`src/rtl/if_fetch_unit_if.sv`:
```
// Fetch-stage bus: instruction-memory request/response plus the decode-side handshake and redirect.
// master = fetch unit, slave = memory/decode side.
interface if_fetch_unit_if;
  logic        imem_req;
  logic [31:0] imem_addr;
  logic        imem_ack;
  logic [31:0] imem_rdata;
  logic        pc_src;
  logic [31:0] pc_target;
  logic [31:0] instr;
  logic [31:0] instr_pc;
  logic [31:0] instr_pc4;
  logic        instr_valid;
  logic        instr_ready;
  logic        misalign_err;

  modport master (
    output imem_req, imem_addr, instr, instr_pc, instr_pc4, instr_valid, misalign_err,
    input  imem_ack, imem_rdata, pc_src, pc_target, instr_ready
  );

  modport slave (
    input  imem_req, imem_addr, instr, instr_pc, instr_pc4, instr_valid, misalign_err,
    output imem_ack, imem_rdata, pc_src, pc_target, instr_ready
  );
endinterface

```
`src/rtl/if_fetch_unit.sv`:
```
// RV32I instruction-fetch stage: owns the PC, issues single outstanding word reads and
// presents each fetched instruction to decode with a valid/ready handshake.
module if_fetch_unit #(
  parameter logic [31:0] RESET_PC  = 32'h0000_0000,
  parameter logic [31:0] NOP_INSTR = 32'h0000_0013
) (
  input logic       clk,
  input logic       rst,
  if_fetch_unit_if.master bus
);

  typedef enum logic [1:0] {StIdle, StFetch, StHold, StDrop} state_e;

  state_e      state_q, state_d;
  logic [31:0] pc_q, pc_d;
  logic [31:0] req_addr_q, req_addr_d;
  logic [31:0] instr_q, instr_d;
  logic [31:0] instr_pc_q, instr_pc_d;
  logic [31:0] instr_pc4_q, instr_pc4_d;
  logic        misalign_q, misalign_d;

  logic [31:0] target;
  logic [31:0] req_addr_inc;

  assign target       = {bus.pc_target[31:2], 2'b00};
  assign req_addr_inc = req_addr_q + 32'd4;

  always_comb begin
    state_d     = state_q;
    pc_d        = pc_q;
    req_addr_d  = req_addr_q;
    instr_d     = instr_q;
    instr_pc_d  = instr_pc_q;
    instr_pc4_d = instr_pc4_q;
    misalign_d  = misalign_q;

    // Redirects are ignored while idle, so misalignment is only flagged in the active states.
    if (state_q != StIdle && bus.pc_src && bus.pc_target[1:0] != 2'b00) begin
      misalign_d = 1'b1;
    end

    unique case (state_q)
      StIdle: begin
        state_d    = StFetch;
        req_addr_d = pc_q;
      end
      StFetch: begin
        if (bus.pc_src) begin
          pc_d = target;
          if (bus.imem_ack) begin
            req_addr_d = target;
          end else begin
            state_d = StDrop;
          end
        end else if (bus.imem_ack) begin
          instr_d     = bus.imem_rdata;
          instr_pc_d  = req_addr_q;
          instr_pc4_d = req_addr_inc;
          pc_d        = req_addr_inc;
          state_d     = StHold;
        end
      end
      StHold: begin
        if (bus.pc_src) begin
          pc_d       = target;
          req_addr_d = target;
          instr_d    = NOP_INSTR;
          state_d    = StFetch;
        end else if (bus.instr_ready) begin
          req_addr_d = pc_q;
          instr_d    = NOP_INSTR;
          state_d    = StFetch;
        end
      end
      StDrop: begin
        // The stale request must complete; its data is discarded and the newest target wins.
        if (bus.pc_src) begin
          pc_d = target;
        end
        if (bus.imem_ack) begin
          req_addr_d = bus.pc_src ? target : pc_q;
          state_d    = StFetch;
        end
      end
      default: begin
        state_d = StIdle;
      end
    endcase
  end

  always_ff @(posedge clk or posedge rst) begin
    if (rst) begin
      state_q     <= StIdle;
      pc_q        <= RESET_PC;
      req_addr_q  <= RESET_PC;
      instr_q     <= NOP_INSTR;
      instr_pc_q  <= RESET_PC;
      instr_pc4_q <= RESET_PC + 32'd4;
      misalign_q  <= 1'b0;
    end else begin
      state_q     <= state_d;
      pc_q        <= pc_d;
      req_addr_q  <= req_addr_d;
      instr_q     <= instr_d;
      instr_pc_q  <= instr_pc_d;
      instr_pc4_q <= instr_pc4_d;
      misalign_q  <= misalign_d;
    end
  end

  assign bus.imem_req     = (state_q == StFetch) || (state_q == StDrop);
  assign bus.imem_addr    = req_addr_q;
  assign bus.instr_valid  = (state_q == StHold);
  assign bus.instr        = instr_q;
  assign bus.instr_pc     = instr_pc_q;
  assign bus.instr_pc4    = instr_pc4_q;
  assign bus.misalign_err = misalign_q;

endmodule

```
`src/flat_wrapper.sv`:
```
// flat-port wrapper written by rule: the top's interface ports become plain ports
module if_fetch_unit_flat 
#(
  parameter logic [31:0] RESET_PC  = 32'h0000_0000,
  parameter logic [31:0] NOP_INSTR = 32'h0000_0013
)
  (clk, rst, bus_imem_req, bus_imem_addr, bus_instr, bus_instr_pc, bus_instr_pc4, bus_instr_valid, bus_misalign_err, bus_imem_ack, bus_imem_rdata, bus_pc_src, bus_pc_target, bus_instr_ready);
  if_fetch_unit_if bus_i ();
  input logic clk;
  input logic rst;
  output wire logic [$bits(bus_i.imem_req)-1:0] bus_imem_req;
  output wire logic [$bits(bus_i.imem_addr)-1:0] bus_imem_addr;
  output wire logic [$bits(bus_i.instr)-1:0] bus_instr;
  output wire logic [$bits(bus_i.instr_pc)-1:0] bus_instr_pc;
  output wire logic [$bits(bus_i.instr_pc4)-1:0] bus_instr_pc4;
  output wire logic [$bits(bus_i.instr_valid)-1:0] bus_instr_valid;
  output wire logic [$bits(bus_i.misalign_err)-1:0] bus_misalign_err;
  input wire logic [$bits(bus_i.imem_ack)-1:0] bus_imem_ack;
  input wire logic [$bits(bus_i.imem_rdata)-1:0] bus_imem_rdata;
  input wire logic [$bits(bus_i.pc_src)-1:0] bus_pc_src;
  input wire logic [$bits(bus_i.pc_target)-1:0] bus_pc_target;
  input wire logic [$bits(bus_i.instr_ready)-1:0] bus_instr_ready;
  assign bus_imem_req = bus_i.imem_req;
  assign bus_imem_addr = bus_i.imem_addr;
  assign bus_instr = bus_i.instr;
  assign bus_instr_pc = bus_i.instr_pc;
  assign bus_instr_pc4 = bus_i.instr_pc4;
  assign bus_instr_valid = bus_i.instr_valid;
  assign bus_misalign_err = bus_i.misalign_err;
  assign bus_i.imem_ack = bus_imem_ack;
  assign bus_i.imem_rdata = bus_imem_rdata;
  assign bus_i.pc_src = bus_pc_src;
  assign bus_i.pc_target = bus_pc_target;
  assign bus_i.instr_ready = bus_instr_ready;
  if_fetch_unit #(.RESET_PC(RESET_PC), .NOP_INSTR(NOP_INSTR)) u_core (.clk(clk), .rst(rst), .bus(bus_i));
endmodule
```
`config.mk`:
```
export PLATFORM = sky130hd
export DESIGN_NAME = if_fetch_unit_flat
export DESIGN_NICKNAME = d
export VERILOG_FILES = /design/src/rtl/if_fetch_unit_if.sv /design/src/rtl/if_fetch_unit.sv /design/src/flat_wrapper.sv
export SDC_FILE = /design/constraint.sdc
export NUM_CORES = 1
export LEC_CHECK = 0
export ABC_CLOCK_PERIOD_IN_PS = 5000
export BUFFER_PORTS_ARGS = -buffer_cell sky130_fd_sc_hd__buf_2
export CORE_MARGIN = 2
export CORE_UTILIZATION = 47
export CTS_CLUSTER_DIAMETER = 30
export CTS_CLUSTER_SIZE = 30
export DETAILED_ROUTE_END_ITERATION = 7
export PLACE_DENSITY_LB_ADDON = 0.1
export RECOVER_POWER = 100
export SETUP_SLACK_MARGIN = 0.1
export SKIP_CTS_REPAIR_TIMING = 1
export SLEW_MARGIN = 20
export SYNTH_ARGS = -nofsm -noshare
export SYNTH_HDL_FRONTEND = slang
export SYNTH_SLANG_ARGS = --single-unit
```
`constraint.sdc`:
```
create_clock -name clk -period 5 [get_ports clk]
set_input_delay 0.5 -clock clk [delete_from_list [all_inputs] [get_ports clk]]
set_output_delay 0.5 -clock clk [all_outputs]
set_load 0.005 [all_outputs]
```
-- Word-level counts from Yosys, hierarchy flattened
Index checks and enable logic that the tools add are counted.
- register bits: 163
- latch bits: 0
- bits in writable memories: 0
- ROM bits: 0
- input bits: 69
- output and inout port bits: 131
- memories kept: 0
- $add $sub $neg: 1
- $mul: 0
- divide/modulo/power cells: 0
- magnitude comparators: 0
- equal/unequal tests: 10
- shift-type cells: 0
- mux-type cells: 22
- bitwise operators: 1
- reductions and logical operators: 14
- operator list (cell ; count):
    32-bit 2-to-1 mux ; 12
    32-bit case mux with 2 select lines ; 2
    32-bit case mux with 4 select lines ; 1
    32-bit by 3-bit adder with 32-bit output, second input constant ; 1
    2-bit 2-to-1 mux ; 6
    4-bit AND reduction ; 3
    2-bit inequality test, second input constant ; 4
    2-bit case mux with 4 select lines ; 1
    2-bit nonzero test ; 4
    3-bit inequality test, second input constant ; 2
    2-bit equality test, second input constant ; 2
    3-bit by 1-bit inequality test with 1-bit output, second input constant ; 1
    3-bit AND reduction ; 1
    2-bit by 1-bit equality test with 1-bit output, second input constant ; 1
    1-bit logical AND ; 2
    2-bit zero test ; 1
    2-bit AND reduction ; 1
    2-bit OR reduction ; 1
    1-bit logical OR ; 1
    1-bit NOT ; 1

-- Logic depth before layout (Yosys ltp)
- word-level depth: 4
- depth in mapped cells: 8
- depth with buffers taken out: 6

-- Worst setup path after synthesis
Ideal clock, no wire load.
- path kind: register to register
- start point: register u_core.req_addr_q[2], in the netlist u_core.bus.imem_addr[2]
- end point: register u_core.pc_q[16]
- library setup time: 0.126 ns
- arrival: 1.814 ns
- required time: 4.874 ns
- slack: 3.060 ns
- cell stages (with the launch flop): 8
- buffers on the path: 1
- clock period less this slack: 1.940 ns
- cells stage by stage: dfrtp_1 > ha_1 > nand4_2 > nor4b_4 > buf_6 > xnor2_1 > nor2_1 > a221o_1
- longest elaborated chain between the ends: 4
- ends and longest elaborated chain (item ; line ; source):
    start, declared ; if_fetch_unit.sv:16 ; logic [31:0] req_addr_q, req_addr_d;
    start signal, assigned ; if_fetch_unit.sv:103 ; req_addr_q <= req_addr_d;
    32-bit by 3-bit adder with 32-bit output ; if_fetch_unit.sv:26 ; assign req_addr_inc = req_addr_q + 32'd4;
    32-bit 2-to-1 mux ; if_fetch_unit.sv:55 ; end else if (bus.imem_ack) begin
    32-bit 2-to-1 mux ; if_fetch_unit.sv:48 ; if (bus.pc_src) begin
    32-bit case mux with 2 select lines ; if_fetch_unit.sv:42 ; unique case (state_q)
    end signal, assigned ; if_fetch_unit.sv:102 ; pc_q <= pc_d;
    end, declared ; if_fetch_unit.sv:15 ; logic [31:0] pc_q, pc_d;
No other way between the ends. The select of a mux whose other input is x is not followed.
A chain may end at the register's enable or synchronous reset.

-- Worst setup path in the final report
- start point: register u_core.req_addr_q[4], in the netlist u_core.bus.imem_addr[4]
- end point: register u_core.instr_pc4_q[29], in the netlist u_core.bus.instr_pc4[29]
- longest elaborated chain between the ends: 1
- ends and longest elaborated chain (item ; line ; source):
    32-bit by 3-bit adder with 32-bit output ; if_fetch_unit.sv:26 ;
    end signal, assigned ; if_fetch_unit.sv:98 ; instr_pc4_q <= RESET_PC + 32'd4;
    end signal, assigned ; if_fetch_unit.sv:106 ; instr_pc4_q <= instr_pc4_d;
    end, declared ; if_fetch_unit.sv:19 ; logic [31:0] instr_pc4_q, instr_pc4_d;
No other way between the ends.

==> reports/qor.txt <==
Outcome -> finished with violations
Failing checks -> capacitance limit, slew limit
Syn avg cell area -> 9.879 µm²
Number of buffers created by CTS -> 17
Largest net degree at the start of global routing -> 60
GRT Residual Overflow -> 0
Vias per cell -> 5.479
R2R Setup Slk -> 1540 ps
H-tree depth -> 4
Mapped Area -> 0.007212 mm²
Global-route wire length before repair -> 31.27 mm
Crit path max fanout -> 10
Synth Register Bits -> 161
CTS clk-pin slew, worst paths -> 60 ps
DRT Pass-1 Iters -> 5
Max stage delay on crit path -> 1740 ps
Max cap viols -> 4
Final hold viol count -> 0
Fin util -> 0.5789
PortBufs -> 199
Top cell by count, worst path -> nand4_1
CP arrival -> 3730 ps
Top cells by area, synth -> dfrtp_1 54%, nand2_1 8.8%, mux2i_1 4.7%
Die H -> 127.9 µm
Fin crit share -> 0.6922
Clock skew -> 9.448 ps
Hold path endpoint -> u_core.bus.instr[31]
Antenna violations before repair -> 1
DRC violations left -> 0
Relative slew slack -> -0.7314
DP HPWL -> 13.35 mm
Post-Route WL -> 19.68 mm
Layout area overhead -> 21.11%
Max frequency -> 288.9 MHz
Rows -> 45
Crit end category -> flop
Nets -> 980
Iteration-0 DRC Markers -> 387
Top-Level Pins -> 200
Hold path start -> bus_imem_rdata[31]
Minimum clock period -> 3461 ps
Post-synth top area share -> 0.5448
Final setup TNS -> 0 ps
Peak supply drop -> 276.0 µV
RR Startpoint -> u_core.bus.imem_addr[4]
CP max stage cell -> nor4_1
Asr flop ratio synth -> 1.000
Avg WL per Cell -> 17.71 µm
CP Cell Sequence -> nand4_1 > nor4_1 > nand4_1 > xor2_1 > a21oi_1
RePlAce Congestion -> 0.8265
Register area share after synthesis -> 0.5593
Critical path class -> reg -> reg
Yosys warnings -> 0
Reg-to-Reg End -> u_core.bus.instr_pc4[29]
CTS Buffer Depth -> 2
Full die area -> 0.01635 mm²
Sink Count -> 161
CTS root buf -> clkbuf_16
RSZ-0062 raised after global routing -> no
Hold path cells -> 3
Largest area contributor in the netlist -> dfrtp_1
Cell variety after synth -> 56
Core area -> 0.01509 mm²
CTS tree -> built
Total GRT Usage -> 0.2453
Setup violators final -> 0
Final Slew Violations -> 103
Clk Latency, worst-skew pair -> 420 ps
Pwr Density -> 493.7 mW/mm²
Main synth FF type -> dfrtp_1
Min-Delay Path Class -> in -> reg
Startpoint types -> flop
Worst R2R Path Depth -> 5
Initial Utilization -> 0.4779
Mapped Nets -> 800
Share of cells above drive strength 1 -> 0.2299
Required @ worst endpoint -> 5270 ps
Vias -> 6087
Leak pwr -> 4.139 nW
Detail Route Antenna Nets -> 0
Worst Max-Slew Pin Slew -> 2583 ps
Post-synth EDFFs -> 0
Die W -> 127.9 µm
Syn Inst Count -> 730
Vias in the first global route -> 5940
stage by stage:
stage	setup WS [ps]	cell area (µm²)	instances	hold WS, ps	total power, mW
2_1_floorplan	158.4	7212	730	449.6	2.564
4_1_cts	2544	8880	1110	146.9	4.404
5_1_grt	1264	8732	1110	303.1	4.579
6_report	1539	8735	1111	299.0	4.312
3_3_place_gp	2339	8303	1079	444.0	3.088
3_5_place_dp	2327	8308	1079	451.8	3.125
power breakdown:
part           switching, mW  leakage (nW)  internal (mW)
sequential             0.315          1.88           1.67
clock                  0.508         0.275          0.755
combinational          0.593          1.98          0.468
total                   1.42          4.14           2.90
state kept, by name (all words and copies together), names as in the netlist:
| signal | flops |
|---|---|
| u_core.bus.instr_pc | 30 |
| u_core.bus.imem_addr | 32 |
| u_core.pc_q | 32 |
| u_core.bus.instr_pc4 | 32 |
| u_core.bus.instr | 32 |
| u_core.bus.misalign_err | 1 |
| u_core.state_q | 2 |
synth_stat cells (all sizes together), types with 4 or more instances:
| cell | n |
|---|---|
| o21ai | 49 |
| mux2i | 34 |
| nand2 | 171 |
| and2 | 5 |
| dfstp | 4 |
| nand3 | 41 |
| a21oi | 44 |
| xnor2 | 7 |
| nand4 | 10 |
| buf | 15 |
| inv | 8 |
| dfrtp | 157 |
| and3 | 7 |
| nor3 | 5 |
| xor2 | 10 |
| a22oi | 9 |
| clkbuf | 32 |
| nor2 | 58 |
| a21o | 5 |
| o21a | 11 |
| nor2b | 4 |
| nor4 | 5 |
| o221a | 11 |
cell usage in the layout, fill, tap and decap left out, types with 3 or more instances in the layout:
cell and n:
clkinv_2 4, and3_2 5, and2_1 4, nand2b_1 3, clkbuf_16 17, mux2i_1 34, inv_1 7, a22oi_1 9
o21ai_1 3, nand2_1 170, xnor2_1 7, buf_4 4, nor2b_1 4, o22ai_1 3, xor2_1 10, o21a_1 11
a21o_1 5, nand3_1 38, dfrtp_1 157, nor2_1 57, o21ai_0 46, a21oi_1 44, nor3_1 3, nor4_1 4
buf_2 142, clkbuf_1 60, a31oi_1 3, o221a_2 11, dfstp_2 3, nand4_1 10, clkinvlp_4 3
critical path: cells and delay by family, from the launching register on:
| family | cells | cell delay [ps] |
|---|---|---|
| DFF | 1 | 560 |
| and+or+nand+nor | 3 | 2370 |
| AOI/OAI and AO/OA | 1 | 100 |
| xor gates and xnor gates | 1 | 280 |
per-layer routing:
metal | track usage | part of all wire | vias up
met5 | 0 | 0 | -
met3 | 0.05301 | 0.057 | 28
li1 | - | - | 2858
met1 | 0.3382 | 0.45 | 2991
met4 | 0.09179 | 0.021 | 0
met2 | 0.3841 | 0.47 | 210
logic make-up (layout without fill, tap and decap cells):
group | after synthesis | count (layout) | synth area share
other cells | 0 | 1 | 0
buf+inv | 57 | 249 | 0.04198
xor+xnor | 17 | 17 | 0.02064
mux | 34 | 34 | 0.04719
fa+ha+maj | 1 | 1 | 0.001735
compound gates | 145 | 145 | 0.1263
flops | 161 | 161 | 0.5593
simple gates | 315 | 315 | 0.2028
cell type report:
| type | instances | area, µm² |
|---|---|---|
| fill | 1343 | 6355 |
| sequential | 161 | 4034 |
| multi-input combinational | 512 | 2860 |
| timing repair buffer | 209 | 996.0 |
| clock buffer | 21 | 460.4 |
| tap | 188 | 235.2 |
| clock inverter | 10 | 111.4 |
| inverter | 9 | 35.03 |
| antenna | 1 | 2.502 |
worst max-delay path by stage:
stage / depth (start not counted) / startpoint / to / slack [ps]
floorplan: 1 / rst / u_core.bus.imem_addr[0] / 160
global placement: 6 / bus_pc_src / u_core.bus.instr[0] / 2340
detailed placement: 6 / bus_pc_src / u_core.bus.imem_addr[29] / 2330
CTS: 5 / u_core.state_q[1] / u_core.pc_q[14] / 2540
global route: 3 / rst / u_core.bus.imem_addr[14] / 1260
finish: 5 / u_core.bus.imem_addr[4] / u_core.bus.instr_pc4[29] / 1540
Note: power is estimated with default switching activity, not from simulation.
